`config.mk`:
```
export PLATFORM = sky130hd
export DESIGN_NAME = vid_seq_ctrl_flat
export DESIGN_NICKNAME = d
export VERILOG_FILES = /design/src/rtl/vid_seq_ctrl_if.sv /design/src/rtl/vid_seq_ctrl.sv /design/src/flat_wrapper.sv
export SDC_FILE = /design/constraint.sdc
export NUM_CORES = 1
export LEC_CHECK = 0
export ABC_AREA = 1
export ABC_CLOCK_PERIOD_IN_PS = 2500
export CAP_MARGIN = 20
export CELL_PAD_IN_SITES_DETAIL_PLACEMENT = 1
export CELL_PAD_IN_SITES_GLOBAL_PLACEMENT = 1
export CORE_MARGIN = 8
export CORE_UTILIZATION = 35
export CTS_BUF_LIST = sky130_fd_sc_hd__clkbuf_8
export DETAILED_ROUTE_END_ITERATION = 8
export PLACE_DENSITY_LB_ADDON = 0.1
export SYNTH_ARGS = -nofsm -noshare
export SYNTH_HDL_FRONTEND = slang
export SYNTH_SLANG_ARGS = --single-unit
```
`constraint.sdc`:
```
create_clock -name clk -period 2.5 [get_ports clk]
set_input_delay 0.5 -clock clk [delete_from_list [all_inputs] [get_ports clk]]
set_output_delay 0.5 -clock clk [all_outputs]
set_load 0.05 [all_outputs]
```
`src/rtl/vid_seq_ctrl_if.sv`:
```
// Bus interface for vid_seq_ctrl.
// It carries the instruction handshake, the per-beat request bus and the status outputs.
// master: issue-stage side (drives the instruction and stall).
// slave : sequencer side.
interface vid_seq_ctrl_if #(
  parameter int REQ_BYTE_EN_WIDTH = 8,
  parameter int REQ_ADDR_WIDTH    = 32,
  parameter int VL_WIDTH          = 12
);

  // instruction handshake
  logic                         in_valid;
  logic                         in_ready;
  logic [REQ_ADDR_WIDTH-1:0]    in_addr;
  logic [2:0]                   in_sew;
  logic [VL_WIDTH-1:0]          in_vl;

  // downstream back-pressure
  logic                         stall;

  // beat request
  logic                         out_valid;
  logic [REQ_ADDR_WIDTH-1:0]    out_addr;
  logic [VL_WIDTH-1:0]          out_start_idx;
  logic [2:0]                   out_sew;
  logic [REQ_BYTE_EN_WIDTH-1:0] out_byte_en;

  // status
  logic                         busy;
  logic                         done;

  modport master (
    output in_valid, in_addr, in_sew, in_vl, stall,
    input  in_ready, out_valid, out_addr, out_start_idx, out_sew, out_byte_en,
           busy, done
  );

  modport slave (
    input  in_valid, in_addr, in_sew, in_vl, stall,
    output in_ready, out_valid, out_addr, out_start_idx, out_sew, out_byte_en,
           busy, done
  );

endinterface

```
`src/rtl/vid_seq_ctrl.sv`:
```
// vid_seq_ctrl: sequencer for the vector index-generate (vid.v) datapath.
// It accepts one instruction and splits it into registered per-beat requests.
// It then waits out the datapath latency and pulses done.
// Optional macro VID_TAIL_MASK_EN: when defined, the final beat's byte
// enables cover only the active elements; otherwise every beat is all ones.
module vid_seq_ctrl #(
  parameter int REQ_BYTE_EN_WIDTH = 8,
  parameter int REQ_ADDR_WIDTH    = 32,
  parameter int VL_WIDTH          = 12,
  parameter int PIPE_LATENCY      = 6
) (
  input  logic           clk,
  input  logic           rst,
  vid_seq_ctrl_if.slave  bus
);

  localparam int EW = VL_WIDTH + 1;  // element counter width (no wrap near 2^VL_WIDTH)
  localparam int CW = VL_WIDTH + 2;  // compare width for elem_cnt + EPB
  localparam int DW = (PIPE_LATENCY > 0) ? $clog2(PIPE_LATENCY + 1) : 1;

  typedef enum logic [1:0] {
    S_IDLE,
    S_ISSUE,
    S_DRAIN,
    S_DONE
  } state_t;

  state_t                       state, state_n;

  // latched instruction and running counters
  logic [REQ_ADDR_WIDTH-1:0]    cur_addr, cur_addr_n;
  logic [1:0]                   sew_q, sew_n;
  logic [VL_WIDTH-1:0]          vl_q, vl_n;
  logic [EW-1:0]                elem_cnt, elem_cnt_n;
  logic [DW-1:0]                drain_cnt, drain_cnt_n;

  // registered beat outputs
  logic                         ov_q, ov_n;
  logic [REQ_ADDR_WIDTH-1:0]    oaddr_q, oaddr_n;
  logic [VL_WIDTH-1:0]          ostart_q, ostart_n;
  logic [2:0]                   osew_q, osew_n;
  logic [REQ_BYTE_EN_WIDTH-1:0] obe_q, obe_n;

  // derived per-beat values
  logic [1:0]                   in_sew_clamped;
  logic [EW-1:0]                epb;
  logic [CW-1:0]                elem_next_wide;
  logic                         last_beat;
  logic [REQ_BYTE_EN_WIDTH-1:0] final_be;

  // SEW codes 4..7 behave as 64-bit elements
  always_comb begin
    in_sew_clamped = bus.in_sew[2] ? 2'd3 : bus.in_sew[1:0];
  end

  // elements per beat and last-beat detection, shifts and adds only
  always_comb begin
    epb            = EW'(REQ_BYTE_EN_WIDTH >> sew_q);
    elem_next_wide = CW'(elem_cnt) + CW'(epb);
    last_beat      = (elem_next_wide >= CW'(vl_q));
  end

`ifdef VID_TAIL_MASK_EN
  logic [EW-1:0]       rem_elems;
  logic [VL_WIDTH+3:0] rem_bytes;

  // final-beat byte enables cover only the remaining active elements
  always_comb begin
    rem_elems = EW'(vl_q) - elem_cnt;
    rem_bytes = (VL_WIDTH + 4)'(rem_elems) << sew_q;
    final_be  = '0;
    for (int unsigned i = 0; i < REQ_BYTE_EN_WIDTH; i++) begin
      final_be[i] = (rem_bytes > (VL_WIDTH + 4)'(i));
    end
  end
`else
  // tail masking is left to the writeback mask logic
  always_comb begin
    final_be = '1;
  end
`endif

  // state register and all sequential state, synchronous active-high reset
  always_ff @(posedge clk) begin
    if (rst) begin
      state     <= S_IDLE;
      cur_addr  <= '0;
      sew_q     <= '0;
      vl_q      <= '0;
      elem_cnt  <= '0;
      drain_cnt <= '0;
      ov_q      <= 1'b0;
      oaddr_q   <= '0;
      ostart_q  <= '0;
      osew_q    <= '0;
      obe_q     <= '0;
    end else begin
      state     <= state_n;
      cur_addr  <= cur_addr_n;
      sew_q     <= sew_n;
      vl_q      <= vl_n;
      elem_cnt  <= elem_cnt_n;
      drain_cnt <= drain_cnt_n;
      ov_q      <= ov_n;
      oaddr_q   <= oaddr_n;
      ostart_q  <= ostart_n;
      osew_q    <= osew_n;
      obe_q     <= obe_n;
    end
  end

  // next-state, counter updates and the beat decided this cycle
  always_comb begin
    state_n     = state;
    cur_addr_n  = cur_addr;
    sew_n       = sew_q;
    vl_n        = vl_q;
    elem_cnt_n  = elem_cnt;
    drain_cnt_n = drain_cnt;
    ov_n        = 1'b0;
    oaddr_n     = oaddr_q;
    ostart_n    = ostart_q;
    osew_n      = osew_q;
    obe_n       = '0;

    case (state)
      S_IDLE: begin
        if (bus.in_valid) begin
          cur_addr_n = bus.in_addr;
          sew_n      = in_sew_clamped;
          vl_n       = bus.in_vl;
          elem_cnt_n = '0;
          state_n    = (bus.in_vl == '0) ? S_DONE : S_ISSUE;
        end
      end

      S_ISSUE: begin
        if (!bus.stall) begin
          ov_n       = 1'b1;
          oaddr_n    = cur_addr;
          ostart_n   = elem_cnt[VL_WIDTH-1:0];
          osew_n     = {1'b0, sew_q};
          obe_n      = last_beat ? final_be : '1;
          cur_addr_n = cur_addr + 1'b1;
          elem_cnt_n = elem_next_wide[EW-1:0];
          if (last_beat) begin
            state_n     = S_DRAIN;
            drain_cnt_n = '0;
          end
        end
      end

      // The first DRAIN cycle is the last beat's out_valid cycle. Holding
      // DRAIN until the count reaches PIPE_LATENCY places DONE exactly
      // PIPE_LATENCY+1 cycles after that beat.
      S_DRAIN: begin
        if (drain_cnt == DW'(PIPE_LATENCY)) begin
          state_n = S_DONE;
        end else begin
          drain_cnt_n = drain_cnt + 1'b1;
        end
      end

      S_DONE: begin
        state_n = S_IDLE;
      end

      default: begin
        state_n = S_IDLE;
      end
    endcase
  end

  // status and beat outputs come straight from registers
  always_comb begin
    bus.in_ready      = (state == S_IDLE);
    bus.busy          = (state != S_IDLE);
    bus.done          = (state == S_DONE);
    bus.out_valid     = ov_q;
    bus.out_addr      = oaddr_q;
    bus.out_start_idx = ostart_q;
    bus.out_sew       = osew_q;
    bus.out_byte_en   = obe_q;
  end

endmodule

```
`src/flat_wrapper.sv`:
```
// flat-port wrapper written by rule: the top's interface ports become plain ports
module vid_seq_ctrl_flat 
#(
  parameter int REQ_BYTE_EN_WIDTH = 8,
  parameter int REQ_ADDR_WIDTH    = 32,
  parameter int VL_WIDTH          = 12,
  parameter int PIPE_LATENCY      = 6
)
  (clk, rst, bus_in_valid, bus_in_addr, bus_in_sew, bus_in_vl, bus_stall, bus_in_ready, bus_out_valid, bus_out_addr, bus_out_start_idx, bus_out_sew, bus_out_byte_en, bus_busy, bus_done);
  vid_seq_ctrl_if #(.REQ_BYTE_EN_WIDTH(REQ_BYTE_EN_WIDTH), .REQ_ADDR_WIDTH(REQ_ADDR_WIDTH), .VL_WIDTH(VL_WIDTH)) bus_i ();
  input  logic clk;
  input  logic rst;
  input wire logic [$bits(bus_i.in_valid)-1:0] bus_in_valid;
  input wire logic [$bits(bus_i.in_addr)-1:0] bus_in_addr;
  input wire logic [$bits(bus_i.in_sew)-1:0] bus_in_sew;
  input wire logic [$bits(bus_i.in_vl)-1:0] bus_in_vl;
  input wire logic [$bits(bus_i.stall)-1:0] bus_stall;
  output wire logic [$bits(bus_i.in_ready)-1:0] bus_in_ready;
  output wire logic [$bits(bus_i.out_valid)-1:0] bus_out_valid;
  output wire logic [$bits(bus_i.out_addr)-1:0] bus_out_addr;
  output wire logic [$bits(bus_i.out_start_idx)-1:0] bus_out_start_idx;
  output wire logic [$bits(bus_i.out_sew)-1:0] bus_out_sew;
  output wire logic [$bits(bus_i.out_byte_en)-1:0] bus_out_byte_en;
  output wire logic [$bits(bus_i.busy)-1:0] bus_busy;
  output wire logic [$bits(bus_i.done)-1:0] bus_done;
  assign bus_i.in_valid = bus_in_valid;
  assign bus_i.in_addr = bus_in_addr;
  assign bus_i.in_sew = bus_in_sew;
  assign bus_i.in_vl = bus_in_vl;
  assign bus_i.stall = bus_stall;
  assign bus_in_ready = bus_i.in_ready;
  assign bus_out_valid = bus_i.out_valid;
  assign bus_out_addr = bus_i.out_addr;
  assign bus_out_start_idx = bus_i.out_start_idx;
  assign bus_out_sew = bus_i.out_sew;
  assign bus_out_byte_en = bus_i.out_byte_en;
  assign bus_busy = bus_i.busy;
  assign bus_done = bus_i.done;
  vid_seq_ctrl #(.REQ_BYTE_EN_WIDTH(REQ_BYTE_EN_WIDTH), .REQ_ADDR_WIDTH(REQ_ADDR_WIDTH), .VL_WIDTH(VL_WIDTH), .PIPE_LATENCY(PIPE_LATENCY)) u_core (.clk(clk), .rst(rst), .bus(bus_i));
endmodule
```
==> reports/metrics.csv, run 1 <==
metric;value;unit
syn_nets;932;
Post-Synthesis Cells;857;
Post-DP HPWL;15.3;mm
Clock Latency Late Sink;0.40;ns
top cell type's share of synthesized area;0.371;
clock root buffer;clkbuf_8;
setup ws final;-0.359;ns
DR pass1 iterations;4;
critical path arrival;3.21;ns
placed cell area;7440;um^2
ys async rst share;0;
max_slew headroom;0.605;
Final Hold Fails;0;
initial antenna violation count;0;
WL per Instance;17.4;um
Syn Std Cell Area;5990;um^2
Final nets;1046;
Via Count;6128;
Hold Crit Class;reg2reg;
CP Max Fanout;6;
IO buf count;108;
outcome;finished with violations;
post-detailed-route DRC marker count;0;
failing checks;negative setup slack;
top cells by area, synth;dfxtp_1, nand2_1, nor2_1;
final std cells w/o fill;1200;
crit path time final;2.86;ns
initial core utilization;0.352;
Placed Instances;1177;
CP Launch Type;flip-flop;
num rows;48;
IO Count;110;
number of global-route vias before repair;6544;
Setup crit end kind;flip-flop;
Final Max Slew Viols;0;
Die Ht;147;um
EDFF count, synth;0;
LEAKAGE;3.10;nW
skew final;0.00999;ns
Longest Clk Path Bufs;2;
sequential area share after synthesis;0.371;
commonest register cell after synthesis;dfxtp_1;
largest net degree at the start of global routing;76;
endpoints failing setup;5;
clk slew on worst S/H paths;0.11;ns
global route overflow;0;
die footprint;21600;um^2
synth warn;0;
Core ar.;17000;um^2
Global Route Usage Sum;0.193;
Slew @ Worst Pin;0.588;ns
Area growth, synth to finish;31.1;%
r2r setup slk;-0.36;ns
crit path kind;reg2reg;
fmax;350;MHz
Pwr per Cell Area;986;nW/um^2
layout cells sized above 1;0.141;
Crit path required time;2.86;ns
number of buffers created by CTS;9;
most numerous cell in the Yosys netlist;nand2_1;
gp weighted congestion;0.887;
leading area contributor after synthesis;dfxtp_1;
Via-to-Cell Ratio;5.11;
IR drop worst, VDD;466;uV
DRT antenna net count;0;
Die Wd;147;um
RSZ-0062 raised after global routing;yes;
Maximum Capacitance Violations;0;
Routed WL;20.9;mm
htree depth;3;
global-route wire length before repair;33.8;mm
CTS tree;yes;
n_diodes;0;
crit share post-route;1.14;
clock tree sinks;111;
fin area;7860;um^2
Post-synth top cells;nand2_1, nor2_1, dfxtp_1;
post-synthesis register bit count;111;
Initial DRC Count;296;
Mean Syn Cell Area;6.99;um^2
post-synth cell types;51;
quantity of hold-fixing buffers added after cts;0;
[per-stage QoR]
stage / power [W] / worst slack (ns) / util / hold slack, ns / setup TNS (ns)
floorplan: 0.00519 / -0.214 / - / 0.435 / -0.982
global route: 0.00831 / -0.566 / 0.462 / 0.505 / -2.74
CTS: 0.00780 / -0.335 / 0.459 / 0.481 / -1.53
detailed placement: 0.00656 / -0.547 / 0.438 / 0.466 / -2.51
finish: 0.00775 / -0.359 / 0.462 / 0.471 / -1.73
global placement: 0.00638 / -0.348 / 0.438 / 0.452 / -1.63
[kinds of logic (layout without fill, tap and decap cells)]
logic type                 count (synthesis)  count (layout)  share of synthesized area
buffers and inverters                    129             247                     0.0890
adders and majority gates                 24              24                     0.0514
AOI/OAI and AO/OA                        209             209                      0.187
DFF                                      111             111                      0.371
other                                      1               1                   0.000626
xor gates and xnor gates                  14              14                     0.0205
and+or+nand+nor                          369             369                      0.280
[registers in the layout, summed over array words and instances, names as in the netlist]
| register | cells |
|---|---|
| u_core.bus.out_start_idx | 12 |
| u_core.drain_cnt | 3 |
| u_core.bus.out_byte_en | 1 |
| u_core.sew_q | 2 |
| u_core.cur_addr | 32 |
| u_core.vl_q | 12 |
| u_core.bus.out_sew | 2 |
| u_core.state | 2 |
| u_core.bus.out_addr | 32 |
| u_core.elem_cnt | 13 |
[layout by cell type (no fill, tap or decap), types with 7 or more instances in the layout]
| cell | Yosys | final |
|---|---|---|
| clkbuf_8 | 0 | 10 |
| nor2_1 | 117 | 112 |
| nor3_1 | 9 | 8 |
| a21oi_1 | 77 | 73 |
| nand3_1 | 33 | 31 |
| nand2_1 | 155 | 151 |
| xor2_1 | 9 | 9 |
| nand4_1 | 13 | 13 |
| inv_2 | 12 | 14 |
| o21ai_1 | 20 | 20 |
| ha_1 | 23 | 17 |
| clkdlybuf4s50_1 | 0 | 106 |
| nor2_2 | 4 | 7 |
| buf_4 | 9 | 42 |
| nand2_2 | 5 | 9 |
| dfxtp_1 | 111 | 109 |
| inv_1 | 67 | 65 |
| o21ai_0 | 85 | 85 |
[layout make-up]
type,count,area (um^2)
inverters,80,300
flip-flops and latches,111,2230
well taps,225,282
fillers,2142,9140
clock inverters,5,57.6
repair buffers,152,1450
clock buffers,10,138
multi-input cells,617,3400
[power breakdown]
group          switching (W)  leakage (nW)  internal (W)
clock               0.000658         0.103      0.000488
sequential          0.000418         0.910       0.00222
combinational        0.00263          2.09       0.00132
[final timing paths]
check,to,cells after the start,startpoint
setup / recovery,u_core.drain_cnt[2]$_SDFFE_PP0P_,21,u_core.sew_q[0]$_SDFFE_PP0P_
hold reg to reg,u_core.vl_q[8]$_SDFFE_PP0P_,2,u_core.vl_q[8]$_SDFFE_PP0P_
setup reg to reg,u_core.drain_cnt[2]$_SDFFE_PP0P_,21,u_core.sew_q[0]$_SDFFE_PP0P_
hold / removal,u_core.vl_q[8]$_SDFFE_PP0P_,2,u_core.vl_q[8]$_SDFFE_PP0P_
[timing repair]
item	in CTS	in global routing
pin swaps	10	11
setup endpoints to repair	5	7
resized for setup	23	10
buffers inserted	7	1
[critical path, cell delays in order (launching register included)]
cell     delay [ns]
dfxtp_2        0.38
inv_2          0.06
nor2_4         0.13
ha_4           0.23
a21oi_4        0.12
o21ai_1        0.07
nor2_1         0.16
nor2_1         0.07
nand2_1        0.10
inv_2          0.07
or2_4          0.23
and2_4         0.15
ha_4           0.27
a21oi_2        0.05
o21a_1         0.16
nand2_1        0.07
nand2_2        0.06
nand3_4        0.11
nand3_4        0.10
nand2_2        0.09
nand2_2        0.05
nor2_2         0.10
[layer usage]
metal / up-vias / wire [um] / track usage
met5: - / 0 / 0
met4: 0 / 583 / 0.0829
met3: 35 / 842 / 0.0366
met2: 126 / 10400 / 0.347
met1: 2930 / 8980 / 0.218
li1: 3037 / - / -
(Power assumes the default switching activity.)
==> inputs of run 2 (changes only) <==
- CORE_ASPECT_RATIO: default -> 1.75
==> run 2 against run 1 <==
Compared with the run above: sequential cell count unchanged; sequential share of layout area decreased by 0.79 points; the run still ends with negative setup slack left; final area rose by 3.0%; utilization grew 1.7 points; die area grew 0.76%; routed wire length rose by 3.9%; fmax decreased by 0.98%; register-to-register slack lost 0.03 ns; worst setup slack lost 0.028 ns; critical path depth unchanged; critical path type unchanged; combinational power grew 4%.
==> reports/metrics.csv, run 2 (synthesis gave the netlist of run 1 again) <==
metric;value;unit;change
fin area;8090;um^2;was 7860 um^2
Final Max Slew Viols;0;;unchanged
setup ws final;-0.387;ns;was -0.359 ns
gp weighted congestion;0.877;;was 0.887
Via Count;6179;;was 6128
met1 Track Usage GR;0.183;;was 0.218
met3 Use GR;0.0274;;was 0.0366
largest net degree at the start of global routing;57;;was 76
Post-DP HPWL;16.5;mm;was 15.3 mm
Critical Path, Cell by Cell;inv_2 -> nor2_4 -> ha_4 -> a21oi_2 -> o21ai_2 -> nor2_2 -> nor2_1 -> nand2_1 -> inv_2 -> or2_1 -> and2_4 -> ha_4 -> a21oi_2 -> o21a_1 -> nand2_1 -> nand2_2 -> nand3_4 -> nand3_4 -> nand2_2 -> nand2_2 -> nor2_2;;was inv_2 -> nor2_4 -> ha_4 -> a21oi_4 -> o21ai_1 -> nor2_1 -> nor2_1 -> nand2_1 -> inv_2 -> or2_4 -> and2_4 -> ha_4 -> a21oi_2 -> o21a_1 -> nand2_1 -> nand2_2 -> nand3_4 -> nand3_4 -> nand2_2 -> nand2_2 -> nor2_2
number of global-route vias before repair;6789;;was 6544
Setup crit end kind;flip-flop;;unchanged
CP Max Fanout;6;;unchanged
DR pass1 iterations;4;;unchanged
Slew @ Worst Pin;0.572;ns;was 0.588 ns
most frequent cells in the layout;nand2_1, dfxtp_1, nor2_1;;was nand2_1, nor2_1, dfxtp_1
most common cell after layout, fill and taps aside;nand2_1;;unchanged
critical path arrival;3.22;ns;was 3.21 ns
htree depth;3;;unchanged
final std cells w/o fill;1215;;was 1200
layout cells sized above 1;0.182;;was 0.141
Placed Instances;1188;;was 1177
Routed WL;21.7;mm;was 20.9 mm
Initial DRC Count;188;;was 296
setup TNS;-1.80;ns;was -1.73 ns
M2 GR Usage;0.412;;was 0.347
CTS tree;yes;;unchanged
Via-to-Cell Ratio;5.09;;was 5.11
clk slew on worst S/H paths;0.12;ns;was 0.11 ns
Hold Crit Class;reg2reg;;unchanged
RSZ-0062 raised after global routing;yes;;unchanged
die footprint;21700;um^2;was 21600 um^2
CP Buf/Inv Count;2;;unchanged
global-route wire length before repair;34.7;mm;was 33.8 mm
global route overflow;0;;unchanged
Design Power;0.00786;W;was 0.00775 W
post-detailed-route DRC marker count;0;;unchanged
IR drop worst, VDD;354;uV;was 466 uV
Die Wd;115;um;was 147 um
Longest Clk Path Bufs;2;;unchanged
IO buf count;108;;unchanged
slowest stage cell, crit path;dfxtp_4;;was dfxtp_2
Pwr per Cell Area;972;nW/um^2;was 986 nW/um^2
number of buffers created by CTS;9;;unchanged
Area growth, synth to finish;35.1;%;was 31.1%
Global Route Usage Sum;0.202;;was 0.193
skew final;0.0161;ns;was 0.00999 ns
CP dominant cell by count;nand2_2;;unchanged
Die Ht;189;um;was 147 um
failing checks;negative setup slack;;unchanged
Final nets;1058;;was 1046
Maximum Capacitance Violations;0;;unchanged
LEAKAGE;3.20;nW;was 3.10 nW
endpoints failing setup;5;;unchanged
crit path kind;reg2reg;;unchanged
num rows;63;;was 48
n_diodes;0;;unchanged
outcome;finished with violations;;unchanged
clock tree sinks;111;;unchanged
initial core utilization;0.355;;was 0.352
fmax;346;MHz;was 350 MHz
Final Hold Fails;0;;unchanged
cell family with most CP delay;simple AND/OR/NAND/NOR gates;;unchanged
IO Count;110;;unchanged
final hold slack;0.472;ns;was 0.471 ns
crit path time final;2.89;ns;was 2.86 ns
quantity of hold-fixing buffers added after cts;0;;unchanged
Crit path required time;2.83;ns;was 2.86 ns
WL per Instance;17.8;um;was 17.4 um
max_slew headroom;0.619;;was 0.605
CP Launch Type;flip-flop;;unchanged
DRT antenna net count;0;;unchanged
Slowest Stage Delay on Critical Path;0.38;ns;about the same
placed cell area;7500;um^2;was 7440 um^2
crit share post-route;1.15;;was 1.14
Clock Latency Late Sink;0.38;ns;was 0.40 ns
Core ar.;16900;um^2;was 17000 um^2
gr busiest metal;met2;;unchanged
initial antenna violation count;0;;unchanged
clock root buffer;clkbuf_8;;unchanged
==> run 2: cell types whose count changed in the layout (fill, tap and decap cells not counted), sizes merged <==
cell	delta
bufinv	-1
clkinvlp	+1
dlygate4sd2	+1
clkbuf	+1
buf	+12
inv	+1
dlymetal6s2s	-1
clkinv	-1
==> run 2: through the flow <==
stage                      util  worst slack [ns]
after detailed placement  0.444            -0.591
after global placement    0.444            -0.383
final                     0.480            -0.387
after floorplan               -            -0.214
after CTS                 0.473            -0.362
after global routing      0.480            -0.547
==> run 2: metal layers <==
layer	share of wire	wire length [um]	vias to the layer above
met5	0	0	-
met3	0.027	578	49
li1	-	-	3061
met1	0.35	7620	2973
met2	0.58	12600	96
met4	0.040	857	0
==> run 2: path summary, 6_finish.rpt <==
path         slack, ns  cells after the start                               end                          from
max              -0.39                     21  u_core.drain_cnt[1]$_SDFFE_PP0P_  u_core.sew_q[0]$_SDFFE_PP0P_
min               0.47                      2       u_core.vl_q[3]$_SDFFE_PP0P_   u_core.vl_q[3]$_SDFFE_PP0P_
max reg2reg      -0.39                     21  u_core.drain_cnt[1]$_SDFFE_PP0P_  u_core.sew_q[0]$_SDFFE_PP0P_
min reg2reg       0.47                      2       u_core.vl_q[3]$_SDFFE_PP0P_   u_core.vl_q[3]$_SDFFE_PP0P_
==> run 2: area by class of cell <==
| cell class | instances | area [um^2] |
|---|---|---|
| Fill cell | 2156 | 8780 |
| Multi-Input combinational cell | 617 | 3550 |
| Sequential cell | 111 | 2230 |
| Timing Repair Buffer | 164 | 1530 |
| Inverter | 80 | 300 |
| Tap cell | 227 | 284 |
| Clock buffer | 11 | 151 |
| Clock inverter | 5 | 38.8 |
==> run 2: report_power, final <==
group	internal, W	switching (W)
registers	0.00222	0.000425
logic	0.00139	0.00273
clock network	0.000426	0.000663
total	0.00404	0.00382
==> run 2: worst reg2reg max path, stage by stage, from the launching register on <==
cell,delay [ns]
dfxtp_4,0.38
inv_2,0.05
nor2_4,0.10
ha_4,0.23
a21oi_2,0.18
o21ai_2,0.08
nor2_2,0.11
nor2_1,0.05
nand2_1,0.12
inv_2,0.08
or2_1,0.22
and2_4,0.15
ha_4,0.26
a21oi_2,0.04
o21a_1,0.17
nand2_1,0.07
nand2_2,0.07
nand3_4,0.10
nand3_4,0.14
nand2_2,0.11
nand2_2,0.05
nor2_2,0.10
==> run 2: what timing repair did <==
action,CTS,global route
pin swaps,23,24
cloned,0,0
endpoints found under the setup margin,6,6
buffers inserted,13,2
gates resized for setup,45,32
